$ cat src/rtl/imem_loader.sv
`default_nettype none
// ============================================================================
// Module   : imem_loader
// Purpose  : Boot-time instruction-memory loader. Receives a byte stream
//            (16-bit big-endian word count, then big-endian 32-bit words),
//            writes each word into instruction memory and holds the CPU in
//            reset until the whole image has been written.
// Revision : 1.0 - initial release
// ============================================================================
module imem_loader #(
    parameter int ADDR_W = 10
) (
    input  logic              clock,
    input  logic              reset,
    input  logic              in_valid,
    input  logic [7:0]        in_data,
    output logic              in_ready,
    output logic              im_we,
    output logic [ADDR_W-1:0] im_addr,
    output logic [31:0]       im_wdata,
    output logic              cpu_reset,
    output logic              done,
    output logic              error
);

    // Memory depth widened to 17 bits so that 2^16 is representable.
    localparam logic [16:0] DEPTH = 17'd1 << ADDR_W;

    typedef enum logic [2:0] {
        S_HDR_HI = 3'd0,
        S_HDR_LO = 3'd1,
        S_DATA   = 3'd2,
        S_WRITE  = 3'd3,
        S_DONE   = 3'd4,
        S_ERR    = 3'd5
    } state_t;

    state_t            state;
    logic [15:0]       count;
    logic [ADDR_W-1:0] word_idx;
    logic [1:0]        byte_cnt;
    logic [23:0]       word_sr;     // first three bytes of the word in flight

    logic              accept;
    logic [15:0]       hdr_count;
    logic              last_word;

    assign accept    = in_valid && in_ready;
    // Full word count as it becomes known on the second header byte.
    assign hdr_count = {count[15:8], in_data};
    // Compared in 17 bits so a full-depth image never overflows the sum.
    assign last_word = ((17'(word_idx) + 17'd1) == {1'b0, count});

    // Loader FSM; every output is a register updated alongside the state.
    always_ff @(posedge clock or negedge reset) begin
        if (!reset) begin
            state     <= S_HDR_HI;
            count     <= '0;
            word_idx  <= '0;
            byte_cnt  <= '0;
            word_sr   <= '0;
            in_ready  <= 1'b1;
            im_we     <= 1'b0;
            im_addr   <= '0;
            im_wdata  <= '0;
            cpu_reset <= 1'b0;
            done      <= 1'b0;
            error     <= 1'b0;
        end else begin
            case (state)
                S_HDR_HI: begin
                    if (accept) begin
                        count <= {in_data, 8'h00};
                        state <= S_HDR_LO;
                    end
                end

                S_HDR_LO: begin
                    if (accept) begin
                        count <= hdr_count;
                        if (hdr_count == 16'd0) begin
                            state     <= S_DONE;
                            in_ready  <= 1'b0;
                            done      <= 1'b1;
                            cpu_reset <= 1'b1;
                        end else if ({1'b0, hdr_count} > DEPTH) begin
                            state    <= S_ERR;
                            in_ready <= 1'b0;
                            error    <= 1'b1;
                        end else begin
                            state    <= S_DATA;
                            word_idx <= '0;
                            byte_cnt <= '0;
                        end
                    end
                end

                S_DATA: begin
                    if (accept) begin
                        word_sr  <= {word_sr[15:0], in_data};
                        byte_cnt <= byte_cnt + 2'd1;
                        if (byte_cnt == 2'd3) begin
                            // Fourth byte: present the word for one write cycle.
                            state    <= S_WRITE;
                            in_ready <= 1'b0;
                            im_we    <= 1'b1;
                            im_addr  <= word_idx;
                            im_wdata <= {word_sr, in_data};
                        end
                    end
                end

                S_WRITE: begin
                    im_we <= 1'b0;
                    if (last_word) begin
                        state     <= S_DONE;
                        done      <= 1'b1;
                        cpu_reset <= 1'b1;
                    end else begin
                        state    <= S_DATA;
                        word_idx <= word_idx + 1'b1;
                        byte_cnt <= '0;
                        in_ready <= 1'b1;
                    end
                end

                S_DONE: begin
                    in_ready <= 1'b0;
                end

                S_ERR: begin
                    in_ready <= 1'b0;
                end

                default: begin
                    state    <= S_ERR;
                    in_ready <= 1'b0;
                    error    <= 1'b1;
                end
            endcase
        end
    end

endmodule
`default_nettype wire

$ cat config.mk
export PLATFORM = sky130hd
export DESIGN_NAME = imem_loader
export DESIGN_NICKNAME = d
export VERILOG_FILES = /design/src/rtl/imem_loader.sv
export SDC_FILE = /design/constraint.sdc
export NUM_CORES = 1
export LEC_CHECK = 0
export CAP_MARGIN = 0
export CELL_PAD_IN_SITES_DETAIL_PLACEMENT = 0
export CELL_PAD_IN_SITES_GLOBAL_PLACEMENT = 1
export CORE_UTILIZATION = 39
export CTS_CLUSTER_SIZE = 25
export DETAILED_ROUTE_END_ITERATION = 7
export PLACE_DENSITY_LB_ADDON = 0.25
export SETUP_SLACK_MARGIN = 0.1
export SLEW_MARGIN = 20
export SYNTH_ARGS = -nofsm -noshare
export SYNTH_HDL_FRONTEND = slang
export SYNTH_SLANG_ARGS = --single-unit
export TNS_END_PERCENT = 20
$ cat constraint.sdc
create_clock -name clock -period 2.4 [get_ports clock]
set_input_delay 0.24 -clock clock [delete_from_list [all_inputs] [get_ports clock]]
set_output_delay 0.24 -clock clock [all_outputs]
set_load 0.1 [all_outputs]
# Yosys cells after proc, flatten, opt, wreduce, memory -nomap -nowiden
# Cells that the tools add are included.
# word_totals
regBits	101
latch_bits	0
mem_bits_rw	0
mem_bits_ro	0
inputBits	11
out_inout_bits	47
wordCells	98
mem_count	0
# op_classes
add_sub_neg	3
mul	0
n_div	0
order_cmp	1
eq_ne	18
shifts	0
muxes	40
bitwise	4
n_reduce_logical	20
# op_table
op	n
10-bit 2-to-1 mux	4
16-bit one-hot mux with 2 select lines	1
3-bit 2-to-1 mux	7
2-bit inequality test, second input constant	10
10-bit one-hot mux with 2 select lines	1
11-bit by 16-bit == test with 1-bit output	1
16-bit by 11-bit > comparator with 1-bit output, second input constant	1
16-bit zero test	1
16-bit 2-to-1 mux	1
3-bit one-hot mux with 5 select lines	1
1-bit 2-to-1 mux	14
3-bit AND reduction	4
6-bit AND reduction	2
10-bit by 1-bit adder with 11-bit output, second input constant	1
10-bit by 1-bit adder with 10-bit output, second input constant	1
2-bit 2-to-1 mux	5
5-bit AND reduction	2
8-bit 2-to-1 mux	1
4-bit AND reduction	2
3-bit by 2-bit == test with 1-bit output, second input constant	2
3-bit == test, second input constant	2
1-bit one-hot mux with 2 select lines	3
2-bit one-hot mux with 3 select lines	1
2-bit nonzero test	3
other kinds (12)	15

# Longest topological paths before layout
# Gate-level depths: netlist of run 1.
# logic_depth
depth_word	5
ltp_mapped	10
ltp_nobuf	8

# Worst setup path before layout of run 1
# No wires, ideal clock.
# synth_timing
kind	flip-flop to flip-flop
start	register in_ready
end	register count[10]
setup_time_ns	0.125
arrival_time_ns	2.384
required_time_ns	2.275
setup_slack_ns	-0.109
path_stages_with_launch	6
n_path_buf	1
period_less_slack_ns	2.509
cell_sequence	dfstp_2 > nand2_1 > or3_1 > clkbuf_1 > nor2_1 > mux2_2
# synth_between
elab_chain_len	2
# synth_lines
item	line_no	rtl
from (decl)	17	output logic in_ready,
from (signal assigned)	62	in_ready <= 1'b1;
from (signal assigned)	83	in_ready <= 1'b0;
from (signal assigned)	88	in_ready <= 1'b0;
1-bit logical AND	48	assign accept = in_valid && in_ready;
3-bit AND reduction (no line)	--	
to (signal assigned)	73	count <= {in_data, 8'h00};
to (signal assigned)	80	count <= hdr_count;
to (decl)	39	logic [15:0] count;
# No other way between the ends.
# A chain may end at the register's enable or synchronous reset.

# Worst setup path in the final report of run 1
# layout_timing
start	register word_idx[0]
end	register word_idx[4]
# layout_between
elab_chain_len	4
elab_cells_between_ends	7
cone_classes	add/sub (2); eq/ne (2); mux (2); reduce/logical (1)
# layout_lines
item	line_no	rtl
from (decl)	40	logic [ADDR_W-1:0] word_idx;
from (signal assigned)	121	word_idx <= word_idx + 1'b1;
10-bit by 1-bit adder with 11-bit output	52	assign last_word = ((17'(word_idx) + 17'd1) == {1'b0, count});
11-bit by 16-bit == test with 1-bit output	52	
2-bit inequality test (no line)	--	
5-bit AND reduction (no line)	--	
# Several ways; a longest one is shown, not always the timed one. The select of a mux whose other input is x is not followed.

==> results of run 1 <==
## metal layers
metal | part of all wire [%] | global-route usage [%]
met3 | 3.9 | 3.171
met2 | 47 | 30.02
met5 | 0 | 0
met4 | 1.0 | 6.126
met1 | 48 | 27.38
## registers in the layout, summed over array words and instances, names as in the netlist
name      count
word_sr      24
state         3
word_idx     10
done          1
byte_cnt      2
im_we         1
im_addr      10
count        16
error         1
in_ready      1
im_wdata     32
## metrics by stage
| stage | TNS [ns] | instance area [um^2] |
|---|---|---|
| after floorplan | 0 | 4647 |
| after global placement | 0 | 5444 |
| after detailed placement | -0.1255 | 5444 |
| after CTS | 0 | 5823 |
| after global routing | -1.270 | 5974 |
| final | -0.1035 | 5974 |
## repair_timing
action | in CTS | in global routing
hold endpoints to repair | 27 | 0
setup buffers | 4 | 5
pin swaps | 1 | 7
cloned | 0 | 1
endpoints found under the setup margin | 9 | 16
hold buffers | 1 | 0
gates resized for setup | 5 | 19
## path summary, 6_finish.rpt
path | from | end | slack (ns)
max in group asynchronous | reset | im_wdata[13]$_DFFE_PN0P_ | 1.32
min reg2reg | word_sr[23]$_DFFE_PN0P_ | word_sr[23]$_DFFE_PN0P_ | 0.47
min in group clock | word_sr[23]$_DFFE_PN0P_ | word_sr[23]$_DFFE_PN0P_ | 0.47
min | reset | word_sr[4]$_DFFE_PN0P_ | 0.36
max reg2reg | word_idx[0]$_DFFE_PN0P_ | word_idx[4]$_DFFE_PN0P_ | -0.03
max | word_idx[0]$_DFFE_PN0P_ | word_idx[4]$_DFFE_PN0P_ | -0.03
## cell type report
cell class              instances  area [um^2]  share of cell area, %
repair buffers                108        897.1                  15.02
inverters                       4        15.01                 0.2513
flip-flops and latches        101         2537                  42.47
multi-input cells             302         2014                  33.72
clock inverters                 5        88.84                  1.487
well taps                     143        178.9                  2.995
clock buffers                  11        242.7                  4.063
## logic make-up after synthesis
| logic type | count (synthesis) | synth area share (%) |
|---|---|---|
| DFF | 101 | 54.49 |
| buffers and inverters | 33 | 3.774 |
| and+or+nand+nor | 185 | 18.79 |
| AOI/OAI and AO/OA | 51 | 7.442 |
| xor gates and xnor gates | 13 | 2.616 |
| muxes | 51 | 12.35 |
| adders and majority gates | 2 | 0.5391 |
## layout by cell type (no fill, tap or decap), types with 3 or more instances in the layout
cell and count:
mux2_2 50, a211oi_1 4, nand2_1 105, clkbuf_16 10, nand4_1 5, nor2_1 21
o21ai_1 4, a31oi_1 3, xor2_1 3, nand3_1 11, a31o_1 3, or4_1 3
buf_6 3, o21ai_0 13, and2_1 3, xnor2_1 8, a21oi_1 5, nand3b_1 4
dfrtp_2 4, dfrtp_1 96, nand2b_1 3, nor4_1 7, clkdlybuf4s50_1 9, inv_1 4
buf_4 91, o211ai_1 4
## worst max-delay path: stages, from the launching register on
cell and delay [ns]:
dfrtp_1 0.43, ha_4 0.20, buf_4 0.14, a21oi_2 0.10, nor2_1 0.05, a211o_1 0.30
o221a_4 0.13, nor4_4 0.44, clkbuf_16 0.22, nor4_1 0.04, a311o_1 0.27
## where the power goes
| part | total (uW) | internal, uW | switching (uW) |
|---|---|---|---|
| clock | 1620 | 959 | 660 |
| combinational | 78.7 | 29.2 | 49.6 |
| sequential | 1700 | 1700 | 0 |
==> run metrics, run 1 <==
count of final max-slew check failures=0; Longest Clk Path Bufs=2; clk sinks=101; number of inserted diodes=0; Clock Skews=0.007009 ns; worst hold path class=in -> async; Hold Vio Cnt, Final=0; DR vias=3524; final net count=539; result of the run=complete, but fails checks; core footprint=11520 um^2; DP HPWL=7.657 mm; category of the worst setup path capture point=flop; grt ovf=0; standard-cell row count=39; Antenna Violating Nets Remaining=0; commonest register cell after synthesis=dfrtp_1; global-route usage over all layers=about a fifth; initial cell density of the core=40.30%; Cell Pwr Density=about 570 nW/um^2; maximum achievable frequency=approximately 410 MHz; commonest cells in the netlist=nand2_1, dfrtp_1, mux2_2, nor2_1, o21ai_0; number of enable flip-flop cells after synthesis=0; pin count of the biggest net entering global routing=46; post-synthesis cell count=approximately 440; cell with the most instances after synthesis=nand2_1; CTS tree=done; total detailed-routing wirelength=11.25 mm; I/O pin count=58; number of design-rule violations left by the first detailed-router iteration=154; Leakage Power=0.002932 uW; library cell occupying the most area in the post-synthesis netlist=dfrtp_1; Final Critical Period=2.433 ns; vias per cell=5.228; fraction of the core area covered by cells at the end of the flow=51.88%; Critical Path RT=about 2.6 ns; cell at the root of the clock tree=clkbuf_16; area added between synthesis and finish=28.74%; final cell count without fillers=674; violations in the final reports=design-rule violations, negative setup slack; DRC violations left=7; share of the synthesized area in the top cell type=53.92%; average instance area after synthesis=10.64 um^2; cts bufs inserted=9; Mapped Area=about 4600 um^2; clock transition at the registers of the reported paths=0.07 ns; global-route wire length before repair=18.57 mm; number of synthesis warnings=0; worst hold slack across all endpoints=~0.36 ns; worst supply voltage drop on vdd=0.3494 mV; distinct cell type count of the synthesized netlist=55; clock latency on the worst-skew pair=0.34 ns; Filler Cell Count=1048; Setup Viol. Count Final=6; total power consumption of the routed design=~3400 uW; startpoint types=flop; total number of H-tree levels=3; top area cells in the synthesized netlist=dfrtp_1, mux2_2, nand2_1; number of antenna violations at the first check in global routing=0; count of placed standard cells including taps=647; Die H=111.1 um; share of flip-flops with an asynchronous set or reset after synthesis=100.0%; share of cells above drive strength 1=35.22%; Placer Congestion=0.8691; floorplan die area=12340 um^2; dpl ws=-0.04312 ns; max_cap viols=0; final worst path period share=101.4%; setup repair after global routing missed its margin=yes; first drt pass iteration count=6; DIE WIDTH=111.1 um; Max transition margin=66.65%; class of the most critical setup path=reg -> reg; final worst slack=-0.03324 ns; average routed wire per standard cell=16.69 um; worst-path maximum fanout=5; number of synthesized register bits=around 100; CP Data Arrival Time=2.66 ns; number of global-route vias before repair=3518; register area share after synthesis=54.49%; number of port buffers=57; logic depth of the worst register-to-register path=10; number of nets in the synthesized netlist=449; Worst-Margin Slew=between 0.4 and 0.5 ns
(Power assumes the default switching activity.)
==> run 2: changes to the inputs <==
--- a/config.mk
+++ b/config.mk
@@ -8,6 +8,7 @@
 export CAP_MARGIN = 0
 export CELL_PAD_IN_SITES_DETAIL_PLACEMENT = 0
 export CELL_PAD_IN_SITES_GLOBAL_PLACEMENT = 1
+export CORE_MARGIN = 2
 export CORE_UTILIZATION = 39
 export CTS_CLUSTER_SIZE = 25
 export DETAILED_ROUTE_END_ITERATION = 7
==> run 2 against run 1 <==
  * The run ends with design-rule violations left
  * Register-to-register slack improved by 0.095 ns
  * Die area increased by 3.6%
  * Routed wire length fell by 1.1%
  * Largest cell class unchanged
  * Fmax rose by 4.1%
  * Largest power group unchanged
  * Critical path type unchanged
  * Setup slack improved by 0.095 ns
==> run metrics, run 2 (synthesis gave the netlist of run 1 again) <==
sequence of cells on the critical path=and4_1 -> a211oi_2 -> a31oi_2 -> o221a_4 -> nor4_4 -> buf_6 -> nor2_1 -> a311o_1; worst hold path class=in -> async; Cell Pwr Density=551.7 nW/um^2 (-3.0%); number of antenna violations at the first check in global routing=0 (unchanged); worst supply voltage drop on vdd=0.3251 mV (-6.9%); result of the run=complete, but fails checks; Antenna Violating Nets Remaining=0 (unchanged); DRC violations left=5 (-2); maximum achievable frequency=427.7 MHz (+4.1%); portion of total power attributed to combinational logic=2.4% (about the same); share of cells above drive strength 1=37.41% (+2.2 points); most common cell after layout, fill and taps aside=nand2_1; global-route usage over all layers=18.29% (-0.94 points); grt ovf=0 (unchanged); Leakage Power=0.002934 uW (about the same); cell at the root of the clock tree=clkbuf_16; Clock Skews=0.007447 ns (+0.0004384 ns); number of inserted diodes=0 (unchanged); cts bufs inserted=9 (unchanged); Max transition margin=68.19% (+1.5 points); total number of H-tree levels=3 (unchanged); category of the worst setup path capture point=flop; setup TNS after final layout=0 ns (+0.1035 ns); Critical Path RT=2.63 ns (about the same); total detailed-routing wirelength=11.12 mm (-1.1%); Placer Congestion=0.8579 (-1.3%); I/O pin count=58 (unchanged); area added between synthesis and finish=29.41%; violations in the final reports=design-rule violations; Worst-Margin Slew=0.4771 ns (-0.01686 ns); CP Data Arrival Time=2.57 ns (-0.09 ns); DR vias=3488 (-1.0%); slowest stage cell on the critical path=dfrtp_2; Internal Power=2608 uW (-3.0%); clk sinks=101 (unchanged); Die H=113.1 um (+1.8%); final net count=540 (+0.19%); global-route wire length before repair=18.34 mm (-1.3%); fraction of the core area covered by cells at the end of the flow=52.15% (+0.27 points); most used cells in the layout excluding fill and tap cells=nand2_1, dfrtp_1, buf_4; largest registers=im_wdata: 32 flops, word_sr: 24 flops, count: 16 flops; logic depth of the worst register-to-register path=8 (-2); Setup Viol. Count Final=0 (-6); average routed wire per standard cell=16.48 um (-1.3%); dpl ws=-0.03487 ns (+0.008250 ns); register with the most flip-flops=im_wdata; total power consumption of the routed design=3314 uW (-2.5%); pin count of the biggest net entering global routing=56 (+22%); setup repair after global routing missed its margin=yes; class of the most critical setup path=reg -> reg; CTS tree=done; final worst path period share=97.43% (-4.0 points); flip-flop count of the largest register after layout=32 (unchanged); number of port buffers=57 (unchanged); sequential fraction of design power=51.3% (+1.3 points); vias per cell=5.167 (-1.2%); share of total power in the clock network=46.3% (-1.3 points); Longest Clk Path Bufs=2 (unchanged); clock transition at the registers of the reported paths=0.07 ns (about the same); Net Switching=705.4 uW (-0.64%); number of design-rule violations left by the first detailed-router iteration=129 (-16%); final worst slack=0.06178 ns (+0.09502 ns); count of final max-slew check failures=0 (unchanged); Slowest Stage Delay on Critical Path=0.48 ns (+0.04 ns); startpoint types=flop; initial cell density of the core=40.30% (unchanged); core footprint=11520 um^2 (unchanged); count of placed standard cells including taps=647 (unchanged); standard-cell row count=39 (unchanged); number of global-route vias before repair=3448 (-2.0%); clock latency on the worst-skew pair=0.35 ns (about the same); worst-path maximum fanout=11 (+6); worst reg2reg setup slack=0.06 ns (+0.10 ns); first drt pass iteration count=6 (unchanged); Hold Vio Cnt, Final=0 (unchanged); Sw Ratio=21.29% (+0.40 points); floorplan die area=12790 um^2 (+3.6%); DIE WIDTH=113.1 um (+1.8%); final cell count without fillers=675 (+0.15%); max_cap viols=0 (unchanged); Final Critical Period=2.338 ns (-0.09502 ns); DP HPWL=7.523 mm (-1.7%)
-- run 2: changes by cell type in the layout (fill, tap and decap cells not counted), sizes merged --
cell / change
buf: +2
bufinv: -1
clkbuf: -1
clkinv: +1
clkinvlp: +1
inv: -1
-- run 2: through the flow --
stage / instance area [um^2] / hold WS [ns]
after detailed placement: 5431 / 0.1526
after global routing: 6006 / 0.3374
after CTS: 5871 / 0.3128
final: 6006 / 0.3135
after global placement: 5431 / 0.1484
after floorplan: 4647 / -0.05559
-- run 2: cell type report --
class                           count  area, um^2
Timing Repair Buffer              109       887.1
Clock buffer                       11       252.7
Clock inverter                      5       65.06
Sequential cell                   101        2540
Fill cell                        1050        5510
Multi-Input combinational cell    302        2067
Inverter                            4       15.01
Tap cell                          143       178.9
-- run 2: metal layers --
metal | GRT usage (%) | share of wire, % | up-vias
met4 | 6.829 | 1.4 | 0
met2 | 28.30 | 47 | 73
met3 | 2.839 | 3.4 | 10
met1 | 26.17 | 48 | 1709
met5 | 0 | 0 | -
li1 | - | - | 1696
-- run 2: worst paths after layout --
kind / startpoint / to
worst max-delay path: word_idx[6]$_DFFE_PN0P_ / word_idx[9]$_DFFE_PN0P_
worst min-delay path: reset / im_wdata[4]$_DFFE_PN0P_
worst max register to register: word_idx[6]$_DFFE_PN0P_ / word_idx[9]$_DFFE_PN0P_
min in group clock: word_sr[22]$_DFFE_PN0P_ / word_sr[22]$_DFFE_PN0P_
max in group asynchronous: reset / in_ready$_DFFE_PN1P_
worst min register to register: word_sr[22]$_DFFE_PN0P_ / word_sr[22]$_DFFE_PN0P_
-- run 2: repair_timing --
action,CTS,global route
hold buffers,1,0
pin swaps,0,14
setup buffers,2,8
resized for setup,20,20
gates cloned,1,0
hold endpoints to repair,18,0
endpoints found under the setup margin,12,15
-- run 2: power groups by stage --
stage          combinational [uW]  sequential [uW]  clock, uW
2_1_floorplan                1.93             1730          0
3_3_place_gp                 80.0             1730          0
3_5_place_dp                 81.2             1730          0
4_1_cts                      82.6             1700       1580
5_1_grt                      89.5             1700       1650
6_report                     79.3             1700       1530
-- run 2: worst max-delay path, delay by kind of cell (launching register included) --
family	cells	cell delay, ns
AND/OR/NAND/NOR	3	0.64
buffers and inverters	1	0.18
flip-flops	1	0.48
AO/OA/AOI/OAI	4	0.92
==> run 3: changes to the inputs <==
--- a/config.mk
+++ b/config.mk
@@ -6,10 +6,10 @@
 export NUM_CORES = 1
 export LEC_CHECK = 0
 export CAP_MARGIN = 0
-export CELL_PAD_IN_SITES_DETAIL_PLACEMENT = 0
-export CELL_PAD_IN_SITES_GLOBAL_PLACEMENT = 1
+export CELL_PAD_IN_SITES_DETAIL_PLACEMENT = 1
+export CELL_PAD_IN_SITES_GLOBAL_PLACEMENT = 2
 export CORE_MARGIN = 2
-export CORE_UTILIZATION = 39
+export CORE_UTILIZATION = 32
 export CTS_CLUSTER_SIZE = 25
 export DETAILED_ROUTE_END_ITERATION = 7
 export PLACE_DENSITY_LB_ADDON = 0.25
==> run 3 against run 2 <==
  * The run ends with negative setup slack left
  * Clock skew up 0.0011 ns
  * Critical path depth up 1
  * First-iteration DRC count up 16%
  * Utilization down 9.3 points
==> run metrics, run 3 (synthesis gave the netlist of run 1 again) <==
area added between synthesis and finish=32.54%; Leakage Power=0.002996 uW (+2.1%); number of global-route vias before repair=3803 (+10%); Setup Viol. Count Final=3 (+3); Slowest Stage Delay on Critical Path=0.42 ns (-0.06 ns); count of final max-slew check failures=0 (unchanged); worst hold slack across all endpoints=0.4385 ns (+0.1249 ns); core footprint=14370 um^2 (+25%); Longest Clk Path Bufs=2 (unchanged); DRC violations left=0 (-5); vias per cell=4.922 (-4.8%); number of port buffers=57 (unchanged); worst supply voltage drop on vdd=0.2577 mV (-21%); share of cells above drive strength 1=39.45% (+2.0 points); count of placed standard cells including taps=696 (+7.6%); Max transition margin=60.03% (-8.2 points); worst-path maximum fanout=6 (-5); total power consumption of the routed design=3180 uW (-4.0%); number of design-rule violations left by the first detailed-router iteration=149 (+16%); register with the most flip-flops=im_wdata; total detailed-routing wirelength=12.75 mm (+15%); Sequential cell area=2542 um^2 (about the same); pin count of the biggest net entering global routing=45 (-20%); clock transition at the registers of the reported paths=0.07 ns (about the same); cell at the root of the clock tree=clkbuf_16; final worst slack=-0.01626 ns (-0.07805 ns); initial cell density of the core=32.30% (-8.0 points); Cell Pwr Density=517.1 nW/um^2 (-6.3%); clock latency on the worst-skew pair=0.35 ns (about the same); floorplan die area=15480 um^2 (+21%); Final Critical Period=2.416 ns (+0.07805 ns); CP Data Arrival Time=2.65 ns (+0.08 ns); sequence of cells on the critical path=buf_6 -> and3_4 -> a211oi_4 -> a31oi_2 -> o221a_2 -> nor4_4 -> buf_4 -> nor4_4 -> a311o_1; first drt pass iteration count=4 (-2); DP HPWL=8.842 mm (+18%); standard-cell row count=44 (+13%); logic depth of the worst register-to-register path=9 (+1); grt ovf=0 (unchanged); worst hold path class=in -> async; max_cap viols=0 (unchanged); Placer Congestion=0.8745 (+1.9%); slowest stage cell on the critical path=dfrtp_1; class of the most critical setup path=reg -> reg; clk sinks=101 (unchanged); DR vias=3588 (+2.9%); setup repair after global routing missed its margin=yes; total number of H-tree levels=3 (unchanged); Hold Vio Cnt, Final=0 (unchanged); global-route wire length before repair=20.75 mm (+13%); Antenna Violating Nets Remaining=0 (unchanged); maximum achievable frequency=413.9 MHz (-3.2%); startpoint types=flop; final cell count without fillers=729 (+8.0%); result of the run=complete, but fails checks; reg-to-reg critical path endpoint=word_idx[4]$_DFFE_PN0P_; CTS tree=done; CP delay by family, top=compound AO/OA/AOI/OAI gates; Clock Skews=0.008576 ns (+0.001129 ns); Worst-Margin Slew=0.5996 ns (+0.1225 ns); cell type with the highest occurrence count on the critical path=nor4_4; global-route usage over all layers=16.87% (-1.4 points); worst path buffer plus inverter count=2 (+1); Multi-input gate area=2120 um^2 (+2.5%); flip-flop count of the largest register after layout=32 (unchanged); average routed wire per standard cell=17.49 um (+6.1%); number of inserted diodes=0 (unchanged); Die H=124.4 um (+10%); number of antenna violations at the first check in global routing=0 (unchanged); category of the worst setup path capture point=flop; Critical Path RT=2.63 ns (about the same); most common cell after layout, fill and taps aside=buf_4; worst reg2reg setup slack=-0.02 ns (-0.08 ns); Filler Cell Count=1578 (+50%); largest registers=im_wdata: 32 flops, word_sr: 24 flops, count: 16 flops; most used cells in the layout excluding fill and tap cells=buf_4, nand2_1, dfrtp_1; I/O pin count=58 (unchanged); violations in the final reports=negative setup slack; cts bufs inserted=9 (unchanged); DIE WIDTH=124.4 um (+10%); final worst path period share=100.7% (+3.3 points); fraction of the core area covered by cells at the end of the flow=42.81% (-9.3 points); startpoint of the worst register-to-register path=word_idx[0]$_DFFE_PN0P_; final net count=553 (+2.4%)
-- run 3: worst max path at each step --
stage | start | end | slack [ns] | cells past startpoint
finish | word_idx[0]$_DFFE_PN0P_ | word_idx[4]$_DFFE_PN0P_ | -0.02 | 9
detailed placement | word_idx[3]$_DFFE_PN0P_ | word_idx[9]$_DFFE_PN0P_ | -0.02 | 8
global placement | word_idx[3]$_DFFE_PN0P_ | word_idx[9]$_DFFE_PN0P_ | 0.08 | 8
CTS | count[8]$_DFFE_PN0P_ | word_idx[4]$_DFFE_PN0P_ | 0.003 | 8
global route | word_idx[4]$_DFFE_PN0P_ | word_idx[4]$_DFFE_PN0P_ | -0.11 | 8
floorplan | word_idx[1]$_DFFE_PN0P_ | state[1]$_DFFE_PN0P_ | 0.06 | 10
-- run 3: where the power goes --
group	total, uW	switching, uW	leakage (uW)	internal, uW
combinational	79.1	51.1	0.00151	28.0
sequential	1700	0	0.00135	1700
clock	1400	683	0.000131	718
total	3180	734	0.00300	2450
-- run 3: routing by layer --
metal | GRT usage, % | routed length (um)
met1 | 22.53 | 5900
met3 | 2.620 | 291
met5 | 0 | 0
met2 | 27.64 | 6251
met4 | 6.543 | 306
-- run 3: area by class of cell --
| type | instances | area share (%) |
|---|---|---|
| Clock buffer | 11 | 3.784 |
| Clock inverter | 5 | 0.6916 |
| Inverter | 4 | 0.2441 |
| Multi-Input combinational cell | 302 | 34.46 |
| Sequential cell | 101 | 41.33 |
| Tap cell | 184 | 3.743 |
| Timing Repair Buffer | 122 | 15.74 |
-- run 3: stage by stage --
stage / TNS [ns] / worst slack (ns) / cell area, um^2
floorplan: 0 / 0.05743 / 4647
global placement: 0 / 0.07595 / 5549
detailed placement: -0.02301 / -0.02301 / 5549
CTS: 0 / 0.003331 / 5907
global route: -0.5940 / -0.1118 / 6151
finish: -0.03222 / -0.01626 / 6151
-- run 3: worst register-to-register path: stages, from the launching register on --
cell and delay (ns):
dfrtp_1 0.42, buf_6 0.15, and3_4 0.20, a211oi_4 0.22
a31oi_2 0.08, o221a_2 0.32, nor4_4 0.35, buf_4 0.21
nor4_4 0.04, a311o_1 0.31
-- run 3: repair_timing --
item / 4_1_cts / 5_1_grt
hold endpoints to repair: 40 / 0
hold buffers: 1 / 0
gates resized for setup: 14 / 28
pin swaps: 5 / 9
buffers inserted: 2 / 14
setup endpoints to repair: 6 / 16
